==> config.mk <==
export PLATFORM = sky130hd
export DESIGN_NAME = int_to_posit_stream
export DESIGN_NICKNAME = d
export VERILOG_FILES = /design/src/rtl/int_to_posit_stream.sv
export SDC_FILE = /design/constraint.sdc
export NUM_CORES = 1
export LEC_CHECK = 0
export CAP_MARGIN = 20
export CORE_UTILIZATION = 28
export DETAILED_ROUTE_END_ITERATION = 8
export PLACE_DENSITY = 0.52
export SLEW_MARGIN = 40
export SYNTH_ARGS = -nofsm -noshare
export SYNTH_HDL_FRONTEND = slang
export SYNTH_SLANG_ARGS = --single-unit
export TNS_END_PERCENT = 20
==> constraint.sdc <==
create_clock -name clk -period 6 [get_ports clk]
set_input_delay 1.8 -clock clk [delete_from_list [all_inputs] [get_ports clk]]
set_output_delay 1.8 -clock clk [all_outputs]
set_load 0.02 [all_outputs]
==> src/rtl/int_to_posit_stream.sv <==
// Integer AXI-Stream samples -> posit words, buffered in a FIFO and drained over a req/ack pipe.
// Optional macro ITP_SIGNED_EN: treat samples as two's complement (default build: unsigned).
module int_to_posit_stream #(
    parameter int N     = 8,
    parameter int PS    = 16,
    parameter int ES    = 0,
    parameter int DEPTH = 8,
    parameter int AW    = 3
) (
    input  logic          clk,
    input  logic          reset,
    input  logic          rx_axis_tvalid,
    input  logic [N-1:0]  rx_axis_tdata,
    output logic          rx_axis_tready,
    output logic [PS-1:0] pipe_write_data,
    output logic          pipe_write_req,
    input  logic          pipe_write_ack,
    output logic [AW:0]   fifo_level
);
    localparam int TW = ES + N;
    localparam int BW = N + TW + PS + 2;
    localparam int BL = PS - 1;
    localparam int LW = AW + 1;

    logic          s1_valid_q, s1_valid_d;
    logic          s1_sign_q, s1_sign_d;
    logic [N-1:0]  s1_mag_q, s1_mag_d;
    logic [5:0]    s1_scale_q, s1_scale_d;
    logic          s2_valid_q, s2_valid_d;
    logic [PS-1:0] s2_data_q, s2_data_d;
    logic [PS-1:0] mem_q [DEPTH];
    logic [PS-1:0] mem_d [DEPTH];
    logic [AW-1:0] wr_ptr_q, wr_ptr_d;
    logic [AW-1:0] rd_ptr_q, rd_ptr_d;
    logic [LW-1:0] level_q, level_d;
    logic          tready_q, tready_d;
    logic          req_q, req_d;
    logic [PS-1:0] data_q, data_d;

    logic          accept_s, sign_s;
    logic [N-1:0]  mag_s;
    logic [5:0]    scale_s;
    logic [6:0]    k_s;
    logic [5:0]    e_s;
    logic [N-1:0]  frac_s;
    logic [TW-1:0] tail_s;
    logic [BW-1:0] ones_s, big_s;
    logic [BL-1:0] body_s, round_s;
    logic          guard_s, sticky_s;
    logic [PS-1:0] pos_s;
    logic          push_s, pop_s;

    // Stage 1: accept a sample, split sign/magnitude, find the leading one.
    always_comb begin
        accept_s = rx_axis_tvalid & tready_q;
        sign_s   = 1'b0;
        mag_s    = rx_axis_tdata;
`ifdef ITP_SIGNED_EN
        if (rx_axis_tdata[N-1]) begin
            sign_s = 1'b1;
            mag_s  = -rx_axis_tdata;
        end else begin
            sign_s = 1'b0;
            mag_s  = rx_axis_tdata;
        end
`endif
        scale_s = 6'd0;
        for (int i = 0; i < N; i++) begin
            scale_s = mag_s[i] ? 6'(i) : scale_s;
        end
        s1_valid_d = accept_s;
        if (accept_s) begin
            s1_sign_d  = sign_s;
            s1_mag_d   = mag_s;
            s1_scale_d = scale_s;
        end else begin
            s1_sign_d  = s1_sign_q;
            s1_mag_d   = s1_mag_q;
            s1_scale_d = s1_scale_q;
        end
    end

    // Stage 2: lay out regime ones, terminator, exponent and fraction in a wide field, then round.
    always_comb begin
        k_s      = 7'(s1_scale_q >> ES);
        e_s      = s1_scale_q & 6'((1 << ES) - 1);
        frac_s   = s1_mag_q << (7'(N) - 7'(s1_scale_q));
        tail_s   = TW'({e_s, frac_s});
        ones_s   = ~({BW{1'b1}} >> (k_s + 7'd1));
        big_s    = ones_s | ({tail_s, {(BW-TW){1'b0}}} >> (k_s + 7'd2));
        body_s   = big_s[BW-1 -: BL];
        guard_s  = big_s[BW-PS];
        sticky_s = |big_s[BW-PS-1:0];
        round_s  = BL'(guard_s & (sticky_s | body_s[0]));
        // Regimes that fill the whole body are at or beyond maxpos; clamp there.
        if (s1_mag_q == {N{1'b0}}) begin
            pos_s = {PS{1'b0}};
        end else if (k_s >= 7'(PS - 2)) begin
            pos_s = {1'b0, {BL{1'b1}}};
        end else begin
            pos_s = {1'b0, body_s + round_s};
        end
        s2_valid_d = s1_valid_q;
        if (s1_valid_q) begin
            s2_data_d = s1_sign_q ? -pos_s : pos_s;
        end else begin
            s2_data_d = s2_data_q;
        end
    end

    // FIFO bookkeeping, slot reservation for in-flight samples and the registered head word.
    always_comb begin
        push_s   = s2_valid_q;
        pop_s    = req_q & pipe_write_ack;
        wr_ptr_d = push_s ? wr_ptr_q + AW'(1) : wr_ptr_q;
        rd_ptr_d = pop_s ? rd_ptr_q + AW'(1) : rd_ptr_q;
        level_d  = level_q + LW'(push_s) - LW'(pop_s);
        mem_d    = mem_q;
        mem_d[wr_ptr_q] = push_s ? s2_data_q : mem_q[wr_ptr_q];
        tready_d = ({1'b0, level_d} + (LW+1)'(s1_valid_d) + (LW+1)'(s2_valid_d)) < (LW+1)'(DEPTH);
        req_d    = (level_d != {LW{1'b0}});
        if (level_d == {LW{1'b0}}) begin
            data_d = data_q;
        end else if (push_s && (wr_ptr_q == rd_ptr_d)) begin
            data_d = s2_data_q;
        end else begin
            data_d = mem_q[rd_ptr_d];
        end
    end

    // State registers; reset discards everything in flight or buffered.
    always_ff @(posedge clk or negedge reset) begin
        if (!reset) begin
            s1_valid_q <= 1'b0;
            s1_sign_q  <= 1'b0;
            s1_mag_q   <= {N{1'b0}};
            s1_scale_q <= 6'd0;
            s2_valid_q <= 1'b0;
            s2_data_q  <= {PS{1'b0}};
            mem_q      <= '{default: {PS{1'b0}}};
            wr_ptr_q   <= {AW{1'b0}};
            rd_ptr_q   <= {AW{1'b0}};
            level_q    <= {LW{1'b0}};
            tready_q   <= 1'b0;
            req_q      <= 1'b0;
            data_q     <= {PS{1'b0}};
        end else begin
            s1_valid_q <= s1_valid_d;
            s1_sign_q  <= s1_sign_d;
            s1_mag_q   <= s1_mag_d;
            s1_scale_q <= s1_scale_d;
            s2_valid_q <= s2_valid_d;
            s2_data_q  <= s2_data_d;
            mem_q      <= mem_d;
            wr_ptr_q   <= wr_ptr_d;
            rd_ptr_q   <= rd_ptr_d;
            level_q    <= level_d;
            tready_q   <= tready_d;
            req_q      <= req_d;
            data_q     <= data_d;
        end
    end

    assign rx_axis_tready  = tready_q;
    assign pipe_write_req  = req_q;
    assign pipe_write_data = data_q;
    assign fifo_level      = level_q;

endmodule

==> Implementation_results.wiki <==
{| class="wikitable"
! Metric !! Value
|-
| Highest Clock Rate || 230 MHz
|-
| Worst IR drop on VDD || 0.357 mV
|-
| Crit path largest cell delay || 490 ps
|-
| Die X-Extent || 192 um
|-
| Post-Synthesis Net Count || around 1100
|-
| Post-CTS setup-driven buffer insertion count || 0
|-
| First DRT Iteration DRCs || 501
|-
| Post-detail-place hpwl || roughly 18000 um
|-
| Non-filler instance count after layout || 1513
|-
| GP Congestion || ~0.83
|-
| Number of warnings printed during yosys synthesis || 0
|-
| Synth Area per Inst || 9.73 um^2
|-
| Height of the die || 192 um
|-
| Worst setup SP type || input pin
|-
| Synth cell types || 78
|-
| Number of vias per cell || 5.07
|-
| Total die area || 37000 um^2
|-
| Fraction of layout instances using a drive strength above 1 || 0.124
|-
| Max-slew headroom at the worst pin || 0.495
|-
| Worst Setup Path Type || in2reg
|-
| Crit share post-route || 0.725
|-
| Post-synth EDFFs || 0
|-
| Via Count || around 7700
|-
| Starting density of the core || 0.285
|-
| Site Rows || 69
|-
| Outcome || finished, final reports clean
|-
| Setup repair after global routing missed its margin || no
|-
| Core box area || around 36000 um^2
|-
| First-pass GRT wire length || 45200 um
|-
| Slew at the pin closest to its max-slew limit || 757 ps
|-
| Series of cell instances along the critical path || clkdlybuf4s50_1, nand2_2, inv_1, ha_1, inv_1, ha_1, inv_1, fa_1, inv_1, nor4_2, buf_4, inv_1, nand2_1, o21ai_0
|-
| FILL cells || roughly 3700
|-
| Top-level I/O count || 34
|-
| CP Data Required Time || 6320 ps
|-
| Number of setup violations in the final report || 0
|-
| Antenna diode count || 0
|-
| Register area share after synthesis || 0.454
|-
| Largest net degree at the start of global routing || 112
|-
| Syn Inst Count || 1042
|-
| Overflow after GRT || 0
|-
| Nets || 1063
|-
| Area fraction of the dominant cell type after synthesis || 0.454
|-
| Number of antenna violations at the first check in global routing || 0
|-
| CTS H-tree depth || 4
|-
| Area taken by multi-input logic gates || 5080 um^2
|-
| Clock tree from TritonCTS || done
|-
| Number of cells in the design after placement || ~1500
|-
| Final critical-path required period || around 4400 ps
|-
| CP endpoint kind || register
|-
| Class of the tightest hold or removal check || reg2reg
|-
| Max-slew violations || 0
|-
| Root Buffer Master || sky130_fd_sc_hd__clkbuf_16
|-
| Number of buffers inserted for hold repair after clock tree synthesis || 0
|-
| Number of clock buffers inserted by TritonCTS || 17
|-
| Static Leak || 5.00 nW
|-
| Count of max-cap constraint violations || 0
|-
| Final Hold Viols || 0
|-
| Worst EP arrival || 4670 ps
|-
| Detailed-routing iteration count for the pre-antenna-repair pass || 5
|-
| Slowest cell on crit path || sky130_fd_sc_hd__clkdlybuf4s50_1
|-
| Antenna Nets Post-Route || 0
|-
| Total Neg Setup Slack || 0 ps
|-
| Area growth from synthesis to layout || 14.0%
|-
| Post-synth top area cell || sky130_fd_sc_hd__dfrtp_1
|-
| Areal power density over the cells || 640 nW/um^2
|-
| Final routed wirelength across all metal layers || 28000 um
|-
| Average wire length per cell after detail routing || 18.5 um
|-
| Post-synthesis async set-or-reset flop share || 1.00
|-
| Post-Synthesis Cell Area || 10100 um^2
|-
| # port buffers || 33
|-
| Area used by sequential logic in the layout || 4610 um^2
|-
| Clock transition at the register clock pins on the worst setup and hold paths after CTS || around 80 ps
|-
| Global routing usage summed across all routing layers || 0.160
|-
| Sinks on Clock Net || 184
|-
| Final clock skew || roughly 14 ps
|-
| Maximum buffer depth of the clock tree || 2
|-
| Crit path max fanout || 32
|-
| Number of global-route vias before repair || around 7700
|-
| Number of DRC violations after detailed routing || 0
|-
| Number of flip-flops and latches in the synthesized netlist || around 180
|-
| Most Frequent Cell on Critical Path || sky130_fd_sc_hd__inv_1
|-
| Total of cells resized after clock tree synthesis || 0
|-
| Primary FF master, synth || sky130_fd_sc_hd__dfrtp_1
|-
| Worst skew pair latency || 450 ps
|-
| Dominant cells by area after synthesis || sky130_fd_sc_hd__dfrtp_1 (45%), sky130_fd_sc_hd__mux2i_1 (8.9%), sky130_fd_sc_hd__o21ai_0 (7.5%)
|}
report_power, final:
part	leakage, nW	switching (mW)	internal (mW)
Clock	0.318	0.551	0.719
Combinational	2.32	2.31	1.56
Sequential	2.36	0.508	1.74
Total	5.00	3.37	4.02
synth_stat cells (all sizes together) (5+ instances only):
cell,n
nor2,31
o21ai,175
dfrtp,184
a221oi,7
mux4,22
a31oi,7
nand2,195
a22oi,15
nand4,5
nor4,6
mux2,25
nor2b,5
xor2,6
o31ai,5
nand2b,5
nand3,13
o211ai,7
mux2i,91
buf,36
o22ai,11
clkbuf,40
xnor2,9
inv,33
nor3,11
a21oi,26
ha,11
per-stage QoR:
step                instance area (um^2)  hold slack [ps]   util  setup slack [ps]  power, mW
finish                             11600              492  0.325              1650       7.39
global route                       11600              527  0.325              1460       7.98
CTS                                11500              495  0.325              1690       7.43
detailed placement                 10900              479  0.306              1220       6.14
global placement                   10900              475  0.306              1260       6.09
floorplan                          10100              428      -              2000       5.03
placed cells by master, fill, tap and decap left out, types with 6 or more instances in the layout:
master,count
sky130_fd_sc_hd__mux2_2,24
sky130_fd_sc_hd__o21ai_1,27
sky130_fd_sc_hd__buf_4,20
sky130_fd_sc_hd__dfrtp_1,181
sky130_fd_sc_hd__nor3_1,8
sky130_fd_sc_hd__o211ai_1,6
sky130_fd_sc_hd__a22oi_1,14
sky130_fd_sc_hd__ha_1,11
sky130_fd_sc_hd__o22ai_1,11
sky130_fd_sc_hd__nor2_1,31
sky130_fd_sc_hd__a31oi_1,7
sky130_fd_sc_hd__a21oi_1,25
sky130_fd_sc_hd__mux4_2,22
sky130_fd_sc_hd__inv_6,6
sky130_fd_sc_hd__xnor2_1,9
sky130_fd_sc_hd__nand2_1,193
sky130_fd_sc_hd__nand3_1,13
sky130_fd_sc_hd__mux2i_1,90
sky130_fd_sc_hd__o21ai_0,148
sky130_fd_sc_hd__clkdlybuf4s50_1,32
sky130_fd_sc_hd__inv_1,30
sky130_fd_sc_hd__clkbuf_16,18
registers in the layout, summed over array words and instances, names as in the netlist:
register         flops
push_s               1
s2_data_q           15
mem_q              128
rx_axis_tready       1
fifo_level           4
wr_ptr_q             3
pipe_write_data     16
rd_ptr_q             3
s1_valid_q           1
s1_scale_q           3
pipe_write_req       1
s1_mag_q             8
worst max-delay path, delay by kind of cell:
| family | cells | cell delay, ps |
|---|---|---|
| AO/OA/AOI/OAI | 1 | 90 |
| adder cells (fa/ha/maj) | 3 | 930 |
| buffers and inverters | 7 | 1380 |
| AND/OR/NAND/NOR | 3 | 450 |
routing by layer:
layer  vias to the layer above  wire (um)  track usage
met2                       119      12700        0.245
met1                      3795      14200        0.234
met5                         -          0            0
met3                        22        756       0.0213
li1                       3734          -            -
met4                         0        345       0.0448
area by class of cell:
cell class	instances	share of cell area
Clock inverter	15	0.0199
Sequential cell	184	0.399
Multi-Input combinational cell	748	0.440
Clock buffer	17	0.0368
Timing Repair Buffer	54	0.0438
Tap cell	461	0.0499
Inverter	34	0.0110
cells by family (layout without fill, tap and decap cells):
kind of cell,after synthesis,count (layout),share of synthesized area
compound gates,293,293,0.177
simple gates,290,290,0.123
flops,184,184,0.454
mux,138,138,0.168
buf+inv,110,120,0.0485
xor+xnor,15,15,0.0130
fa+ha+maj,12,12,0.0155
path summary, 6_finish.rpt:
| kind | startpoint | to | slack [ps] | depth (start not counted) |
|---|---|---|---|---|
| max | pipe_write_ack | pipe_write_data[15] | 1650 | 14 |
| min | pipe_write_data[6] | pipe_write_data[6] | 490 | 2 |
| max reg2reg | s1_scale_q[1] | s2_data_q[11] | 1800 | 10 |
| min reg2reg | pipe_write_data[6] | pipe_write_data[6] | 490 | 2 |
| max in group asynchronous | reset | wr_ptr_q[2] | 3600 | 2 |
| min in group asynchronous | reset | mem_q[83] | 1340 | 1 |
Power figures use the tool's default switching activity.
